==> src/rtl/az10_pkg.sv <==
// AZ10 shared decode constants: opcode classes, sequencer state encoding, word sizing.
// Pure declarations, no latency and no flow control.
package az10_pkg;

    localparam int OPC_W = 4;

    localparam logic [3:0] OPC_EXIT     = 4'hF;
    localparam logic [3:0] OPC_BR_LO    = 4'h3;
    localparam logic [3:0] OPC_BR_HI    = 4'h5;
    localparam logic [3:0] OPC_MULTI_LO = 4'h8;
    localparam logic [3:0] OPC_MULTI_HI = 4'hE;

    localparam logic [2:0] ST_IDLE    = 3'd0;
    localparam logic [2:0] ST_FETCH   = 3'd1;
    localparam logic [2:0] ST_DECODE  = 3'd2;
    localparam logic [2:0] ST_EXEC    = 3'd3;
    localparam logic [2:0] ST_ADVANCE = 3'd4;
    localparam logic [2:0] ST_HALT    = 3'd5;
    localparam logic [2:0] ST_ERROR   = 3'd6;

    typedef enum logic [2:0] {
        S_IDLE    = ST_IDLE,
        S_FETCH   = ST_FETCH,
        S_DECODE  = ST_DECODE,
        S_EXEC    = ST_EXEC,
        S_ADVANCE = ST_ADVANCE,
        S_HALT    = ST_HALT,
        S_ERROR   = ST_ERROR
    } state_t;

    typedef enum logic [1:0] {
        CLS_SIMPLE,
        CLS_BRANCH,
        CLS_MULTI,
        CLS_EXIT
    } opc_cls_t;

    function automatic int inst_len(input int data_len);
        return OPC_W + data_len;
    endfunction

    function automatic opc_cls_t opc_class(input logic [3:0] opc);
        if (opc == OPC_EXIT)                             return CLS_EXIT;
        else if (opc >= OPC_BR_LO && opc <= OPC_BR_HI)       return CLS_BRANCH;
        else if (opc >= OPC_MULTI_LO && opc <= OPC_MULTI_HI) return CLS_MULTI;
        else                                             return CLS_SIMPLE;
    endfunction

    // ADVANCE dwell tracks the PC unit: pop-branch needs one cycle more than a step.
    function automatic logic [15:0] adv_dwell(input opc_cls_t cls);
        case (cls)
            CLS_BRANCH: return 16'd3;
            CLS_EXIT:   return 16'd1;
            default:    return 16'd2;
        endcase
    endfunction

endpackage

==> src/rtl/inst_seq_if.sv <==
// Sequencer-side bundle: start, fetch port, PC input, datapath handshake and status.
// master = sequencer, slave = memory/PC unit/datapath side.
interface inst_seq_if
    import az10_pkg::*;
#(
    parameter int INST_CAP = 20,
    parameter int DATA_LEN = 8
);
    localparam int PC_W     = $clog2(INST_CAP) + 1;
    localparam int INST_LEN = inst_len(DATA_LEN);

    logic                start;
    logic [PC_W-1:0]     pc;
    logic [PC_W-1:0]     imem_addr;
    logic                imem_rd;
    logic [INST_LEN-1:0] imem_data;
    logic [3:0]          control_bus;
    logic [DATA_LEN-1:0] operand;
    logic                unit_en;
    logic                unit_done;
    logic                pc_en;
    logic                busy;
    logic                halted;
    logic                err;
    logic [15:0]         inst_count;

    modport master (
        input  start, pc, imem_data, unit_done,
        output imem_addr, imem_rd, control_bus, operand, unit_en, pc_en,
               busy, halted, err, inst_count
    );

    modport slave (
        output start, pc, imem_data, unit_done,
        input  imem_addr, imem_rd, control_bus, operand, unit_en, pc_en,
               busy, halted, err, inst_count
    );

endinterface

==> src/rtl/inst_seq_wait_timer.sv <==
// Cycle timer shared by the EXEC watchdog and the ADVANCE dwell; expired is combinational.
// count holds completed cycles, so expired flags the limit-th cycle since the last clr.
module wait_timer #(
    parameter int W = 16
) (
    input  logic         clk,
    input  logic         rstn,
    input  logic         clr,
    input  logic         run,
    input  logic [W-1:0] limit,
    output logic         expired
);
    logic [W-1:0] count;

    always_ff @(posedge clk or negedge rstn) begin
        if (!rstn)
            count <= '0;
        else if (clr)
            count <= '0;
        else if (run && count != {W{1'b1}})
            count <= count + {{(W-1){1'b0}}, 1'b1};
    end

    assign expired = ({1'b0, count} + {{W{1'b0}}, 1'b1}) == {1'b0, limit};

endmodule

==> src/rtl/inst_seq.sv <==
// AZ10 instruction sequencer: fetch, decode, execute handshake, PC advance, retire count.
// FETCH-to-FETCH 5 cycles (simple/branch) or 4+k (multi); datapath stalls EXEC via unit_done.
module inst_seq
    import az10_pkg::*;
#(
    parameter int INST_CAP = 20,
    parameter int DATA_LEN = 8,
    parameter int MAX_WAIT = 255
) (
    input  logic         clk,
    input  logic         rstn,
    inst_seq_if.master   bus
);
    localparam int PC_W     = $clog2(INST_CAP) + 1;
    localparam int INST_LEN = inst_len(DATA_LEN);

    state_t              state;
    opc_cls_t            cls_q;
    opc_cls_t            dec_cls;
    logic [PC_W-1:0]     imem_addr_q;
    logic                imem_rd_q;
    logic [3:0]          ctrl_q;
    logic [DATA_LEN-1:0] operand_q;
    logic                unit_en_q;
    logic                pc_en_q;
    logic                busy_q;
    logic                halted_q;
    logic                err_q;
    logic [15:0]         inst_count_q;

    logic                tmr_clr;
    logic                tmr_run;
    logic                tmr_exp;
    logic                exec_leave;
    logic [15:0]         tmr_limit;

    assign dec_cls = opc_class(bus.imem_data[INST_LEN-1:DATA_LEN]);

    // Done is checked ahead of the watchdog, so a late unit_done still wins.
    always_comb begin
        tmr_run    = (state == S_EXEC) || (state == S_ADVANCE);
        tmr_limit  = (state == S_EXEC) ? 16'(MAX_WAIT) : adv_dwell(cls_q);
        exec_leave = (state == S_EXEC) && (cls_q == CLS_SIMPLE || bus.unit_done);
        tmr_clr    = !tmr_run || exec_leave || tmr_exp;
    end

    wait_timer #(.W(16)) u_timer (
        .clk     (clk),
        .rstn    (rstn),
        .clr     (tmr_clr),
        .run     (tmr_run),
        .limit   (tmr_limit),
        .expired (tmr_exp)
    );

    always_ff @(posedge clk or negedge rstn) begin
        if (!rstn) begin
            state        <= S_IDLE;
            cls_q        <= CLS_SIMPLE;
            imem_addr_q  <= '0;
            imem_rd_q    <= 1'b0;
            ctrl_q       <= 4'h0;
            operand_q    <= '0;
            unit_en_q    <= 1'b0;
            pc_en_q      <= 1'b0;
            busy_q       <= 1'b0;
            halted_q     <= 1'b0;
            err_q        <= 1'b0;
            inst_count_q <= 16'h0000;
        end else begin
            case (state)
                S_IDLE: begin
                    if (bus.start) begin
                        state       <= S_FETCH;
                        imem_rd_q   <= 1'b1;
                        imem_addr_q <= bus.pc;
                        busy_q      <= 1'b1;
                    end
                end
                S_FETCH: begin
                    imem_rd_q <= 1'b0;
                    state     <= S_DECODE;
                end
                S_DECODE: begin
                    ctrl_q    <= bus.imem_data[INST_LEN-1:DATA_LEN];
                    operand_q <= bus.imem_data[DATA_LEN-1:0];
                    cls_q     <= dec_cls;
                    if (dec_cls == CLS_BRANCH || dec_cls == CLS_EXIT) begin
                        state   <= S_ADVANCE;
                        pc_en_q <= 1'b1;
                    end else begin
                        state     <= S_EXEC;
                        unit_en_q <= 1'b1;
                    end
                end
                S_EXEC: begin
                    if (exec_leave) begin
                        unit_en_q <= 1'b0;
                        pc_en_q   <= 1'b1;
                        state     <= S_ADVANCE;
                    end else if (tmr_exp) begin
                        unit_en_q <= 1'b0;
                        busy_q    <= 1'b0;
                        err_q     <= 1'b1;
                        state     <= S_ERROR;
                    end
                end
                S_ADVANCE: begin
                    pc_en_q <= 1'b0;
                    if (tmr_exp) begin
                        if (inst_count_q != 16'hFFFF)
                            inst_count_q <= inst_count_q + 16'd1;
                        if (cls_q == CLS_EXIT) begin
                            busy_q   <= 1'b0;
                            halted_q <= 1'b1;
                            state    <= S_HALT;
                        end else begin
                            imem_rd_q   <= 1'b1;
                            imem_addr_q <= bus.pc;
                            state       <= S_FETCH;
                        end
                    end
                end
                default: ;  // HALT and ERROR are sticky until reset
            endcase
        end
    end

    assign bus.imem_addr   = imem_addr_q;
    assign bus.imem_rd     = imem_rd_q;
    assign bus.control_bus = ctrl_q;
    assign bus.operand     = operand_q;
    assign bus.unit_en     = unit_en_q;
    assign bus.pc_en       = pc_en_q;
    assign bus.busy        = busy_q;
    assign bus.halted      = halted_q;
    assign bus.err         = err_q;
    assign bus.inst_count  = inst_count_q;

endmodule

==> src/flat_wrapper.sv <==
// flat-port wrapper written by rule: the top's interface ports become plain ports
module inst_seq_flat import az10_pkg::*;
#(
    parameter int INST_CAP = 20,
    parameter int DATA_LEN = 8,
    parameter int MAX_WAIT = 255
)
  (clk, rstn, bus_start, bus_pc, bus_imem_data, bus_unit_done, bus_imem_addr, bus_imem_rd, bus_control_bus, bus_operand, bus_unit_en, bus_pc_en, bus_busy, bus_halted, bus_err, bus_inst_count);
  inst_seq_if #(.INST_CAP(INST_CAP), .DATA_LEN(DATA_LEN)) bus_i ();
  input  logic clk;
  input  logic rstn;
  input wire logic [$bits(bus_i.start)-1:0] bus_start;
  input wire logic [$bits(bus_i.pc)-1:0] bus_pc;
  input wire logic [$bits(bus_i.imem_data)-1:0] bus_imem_data;
  input wire logic [$bits(bus_i.unit_done)-1:0] bus_unit_done;
  output wire logic [$bits(bus_i.imem_addr)-1:0] bus_imem_addr;
  output wire logic [$bits(bus_i.imem_rd)-1:0] bus_imem_rd;
  output wire logic [$bits(bus_i.control_bus)-1:0] bus_control_bus;
  output wire logic [$bits(bus_i.operand)-1:0] bus_operand;
  output wire logic [$bits(bus_i.unit_en)-1:0] bus_unit_en;
  output wire logic [$bits(bus_i.pc_en)-1:0] bus_pc_en;
  output wire logic [$bits(bus_i.busy)-1:0] bus_busy;
  output wire logic [$bits(bus_i.halted)-1:0] bus_halted;
  output wire logic [$bits(bus_i.err)-1:0] bus_err;
  output wire logic [$bits(bus_i.inst_count)-1:0] bus_inst_count;
  assign bus_i.start = bus_start;
  assign bus_i.pc = bus_pc;
  assign bus_i.imem_data = bus_imem_data;
  assign bus_i.unit_done = bus_unit_done;
  assign bus_imem_addr = bus_i.imem_addr;
  assign bus_imem_rd = bus_i.imem_rd;
  assign bus_control_bus = bus_i.control_bus;
  assign bus_operand = bus_i.operand;
  assign bus_unit_en = bus_i.unit_en;
  assign bus_pc_en = bus_i.pc_en;
  assign bus_busy = bus_i.busy;
  assign bus_halted = bus_i.halted;
  assign bus_err = bus_i.err;
  assign bus_inst_count = bus_i.inst_count;
  inst_seq #(.INST_CAP(INST_CAP), .DATA_LEN(DATA_LEN), .MAX_WAIT(MAX_WAIT)) u_core (.clk(clk), .rstn(rstn), .bus(bus_i));
endmodule
==> config.mk <==
export PLATFORM = sky130hd
export DESIGN_NAME = inst_seq_flat
export DESIGN_NICKNAME = d
export VERILOG_FILES = /design/src/rtl/az10_pkg.sv /design/src/rtl/inst_seq_if.sv /design/src/rtl/inst_seq_wait_timer.sv /design/src/rtl/inst_seq.sv /design/src/flat_wrapper.sv
export SDC_FILE = /design/constraint.sdc
export NUM_CORES = 1
export LEC_CHECK = 0
export CAP_MARGIN = 30
export CORE_ASPECT_RATIO = 1.4
export CORE_MARGIN = 1.5
export CORE_UTILIZATION = 47
export CTS_CLUSTER_SIZE = 28
export DETAILED_ROUTE_END_ITERATION = 7
export PLACE_DENSITY = 0.73
export SLEW_MARGIN = 20
export SYNTH_ARGS = -nofsm -noshare
export SYNTH_HDL_FRONTEND = slang
export SYNTH_HIERARCHICAL = 1
export SYNTH_SLANG_ARGS = --single-unit
==> constraint.sdc <==
create_clock -name clk -period 5.7 [get_ports clk]
set_input_delay 0.57 -clock clk [delete_from_list [all_inputs] [get_ports clk]]
set_output_delay 0.57 -clock clk [all_outputs]
set_load 0.005 [all_outputs]
==> flow_summary.toml <==
[run_status]
status = "complete, no violations"

[synth]
yosysTopAreaCell = "dfrtp_1"
synth.avg_cell_area_um2 = 10.2
yosysWarnings = 6
synth.area.top_cells = "dfrtp_1, xor2_1, mux2_1, xnor2_1, nor2_1"
synth-async-reset-ratio_pct = 100
ys_ff_latch = 61
synth-edff-count = 0
synth_cell_types = 64
synth_area_um2 = 3480
synthFlopType = "dfrtp_1"
synthCells = 340
yosysTopAreaCellShare_pct = 43.8
ys_seq_area_share_pct = 43.8

[detailed_routing]
first_pass_iters = 4
wire_per_inst_um = 14.7
routed_wl_um = 7510
ant_nets = 0
dr.first_iter.drc_count = 157
drcViolationCount = 0
num_vias = 2783
routed_via_density = 5.46

[cts]
clock_latency_ns = 0.34
cts_resized = 0
path_clk_slew_ns = 0.06
cts_tree = "built"
clock_sinks = 61
htreeDepth = 3
ctsHoldBuffers = 0
clockBufferDepth = 2
root_buffer = "clkbuf_8"
cts_made_buffers = 9
cts_setup_buffers = 0

[timing]
slew_violations = 0
fin_crit_ns = 4.30
worst_slack_ns = 1.40
period_share_pct = 75.5
rsz0062_at_grt = "false"
hold_viol_final = 0
finClkSkew_ns = 0.00645
slew_headroom_pct = 50.4
final-setup-viol-count = 0
fin_setup_tns_ns = 0
fmax_ghz = 0.232
worst_pin_slew_ns = 0.745

[final_layout]
multi_input_area_um2 = 1890
layout_commonest_cell = "dfrtp_1"
nets = 432
mostFrequentLayoutCells = "dfrtp_1, clkdlybuf4s50_1, xor2_1"
final_util_pct = 59.8
diodes = 0
drive_gt1_share_pct = 10.9
register_area_um2 = 1530
fillers = 643
syn_to_final_growth_pct = 24.7
final_area_um2 = 4350

[pwr]
combPwrFrac_pct = 5.3
clkPwrFrac_pct = 40.0
p_sw_mw = 0.184
power.share.switching_pct = 23.1
seqPwrFrac_pct = 54.8
power.leakage_nw = 1.91
irDropWorstVdd_v = 0.000156
p_per_area_nw_per_um2 = 184
intPower_mw = 0.613

[global_routing]
grt_overflow_total = 0
grt_usage_pct = 20.9
grt_max_degree = 62
grt_pass1_vias = 2779
grt_antenna_before_repair = 0
grt_pass1_wl_um = 12800

[placement]
placed_area_um2 = 4190
io_buffers = 61
dp_hpwl_um = 5470
dp_slack_ns = 1.43
gp_congestion = 0.904

[floorplan]
initial_core_util_pct = 47.9
row_count = 37
core_area_um2 = 7270
die_y_um = 105
dieWidth_um = 75.8
dieArea_um2 = 7950
ios = 62

[setup_path]
critPathMaxStageDelay_ns = 0.61
arrival_ns = 4.52
cp.required_ns = 5.92
critPathLaunchType = "register"
worstSetupPathType = "register to register"
cp_max_fo = 12
slowest_stage = "or4_4"
worst_setup_path_end_kind = "register"
worstPathCellList = "nor2b_1, nand2_1, inv_1, xnor2_1, or3_1, a2111oi_0, nor3_1, nor4b_2, buf_4, nand4bb_4, or4_4, nor3_2, mux2_1"
crit_family = "simple AND/OR/NAND/NOR gates"
path_buf_inv = 2

[worst_hold_path]
hp-class = "input pin to asynchronous set/reset pin"

[run]
maxCapViolCount = 0
-- final cells by class --
cell class / instances / area share [%]
multi-input combinational: 266 / 43.5
clock buffer: 11 / 3.02
sequential: 61 / 35.1
tap: 97 / 2.79
clock inverter: 5 / 0.633
timing repair buffer: 64 / 14.5
inverter: 6 / 0.518
-- power by group through the flow --
stage | Sequential (mW) | Combinational, mW | Clock (mW)
final | 0.437 | 0.0420 | 0.319
after global routing | 0.436 | 0.0475 | 0.351
after CTS | 0.437 | 0.0429 | 0.332
after detailed placement | 0.445 | 0.0427 | 0
after global placement | 0.445 | 0.0422 | 0
after floorplan | 0.445 | 0.0115 | 0
-- per-layer routing --
layer / vias to the layer above / GRT usage, % / wire length [um]
met5: - / 0 / 0
met4: 0 / 9.31 / 219
met3: 18 / 5.59 / 318
met2: 61 / 33.4 / 3850
met1: 1334 / 25.8 / 3130
li1: 1370 / - / -
-- registers in the layout, indices dropped and copies added (netlist names) --
signal                  count
u_core/bus.inst_count      16
u_core/u_timer/count       16
u_core/bus.operand          8
u_core/bus.imem_addr        6
u_core/bus.control_bus      4
u_core/state                3
u_core/cls_q                2
u_core/bus.busy             1
u_core/bus.err              1
u_core/bus.halted           1
u_core/bus.imem_rd          1
u_core/bus.pc_en            1
u_core/bus.unit_en          1
-- per-stage QoR --
| stage | hold WS [ns] | power, mW | instances |
|---|---|---|---|
| floorplan | 0.274 | 0.456 | 348 |
| global placement | 0.466 | 0.487 | 493 |
| detailed placement | 0.471 | 0.487 | 494 |
| CTS | 0.400 | 0.812 | 510 |
| global route | 0.469 | 0.835 | 510 |
| finish | 0.377 | 0.798 | 510 |
-- cells in the mapped netlist, types with 4 or more instances --
cell type	instances
mux2_2	4
clkbuf_1	5
or3_1	5
and2_1	4
nand3_1	11
nor2_1	25
mux2_1	15
nor3_1	10
a21oi_1	13
nor4_1	4
o211ai_1	8
nor3_2	4
and4_2	4
nand2b_1	4
buf_2	7
and3_1	5
dfrtp_1	61
xor2_1	29
nand2_1	20
o31ai_1	6
inv_1	6
nand4_1	9
o21ai_0	12
xnor2_1	14
-- cell families (layout without fill, tap and decap cells) --
group / Yosys count / in the layout / share of synthesized area [%]
AO/OA/AOI/OAI: 61 / 61 / 11.9
XOR/XNOR: 43 / 43 / 10.8
adder cells (fa/ha/maj): 2 / 2 / 0.718
buffers and inverters: 21 / 86 / 2.84
flip-flops: 61 / 61 / 43.8
multiplexers: 22 / 22 / 7.00
other: 1 / 9 / 0.108
AND/OR/NAND/NOR: 129 / 129 / 22.8
-- final timing paths --
| path | cells past startpoint | startpoint | slack [ns] | end |
|---|---|---|---|---|
| hold reg to reg | 1 | u_core/bus.operand[7]$_DFFE_PN0N_ | 0.48 | u_core/bus.operand[7]$_DFFE_PN0N_ |
| setup / recovery | 13 | u_core/state[1]$_DFFE_PN0P_ | 1.40 | u_core/bus.inst_count[15]$_DFFE_PN0P_ |
| hold / removal | 2 | rstn | 0.38 | u_core/bus.imem_addr[2]$_DFFE_PN0P_ |
| setup reg to reg | 13 | u_core/state[1]$_DFFE_PN0P_ | 1.40 | u_core/bus.inst_count[15]$_DFFE_PN0P_ |
| max in group asynchronous | 2 | rstn | 4.83 | u_core/bus.control_bus[1]$_DFFE_PN0N_ |
| min in group clk | 1 | u_core/bus.operand[7]$_DFFE_PN0N_ | 0.48 | u_core/bus.operand[7]$_DFFE_PN0N_ |
No activity file was read; power rests on OpenSTA's default activity.
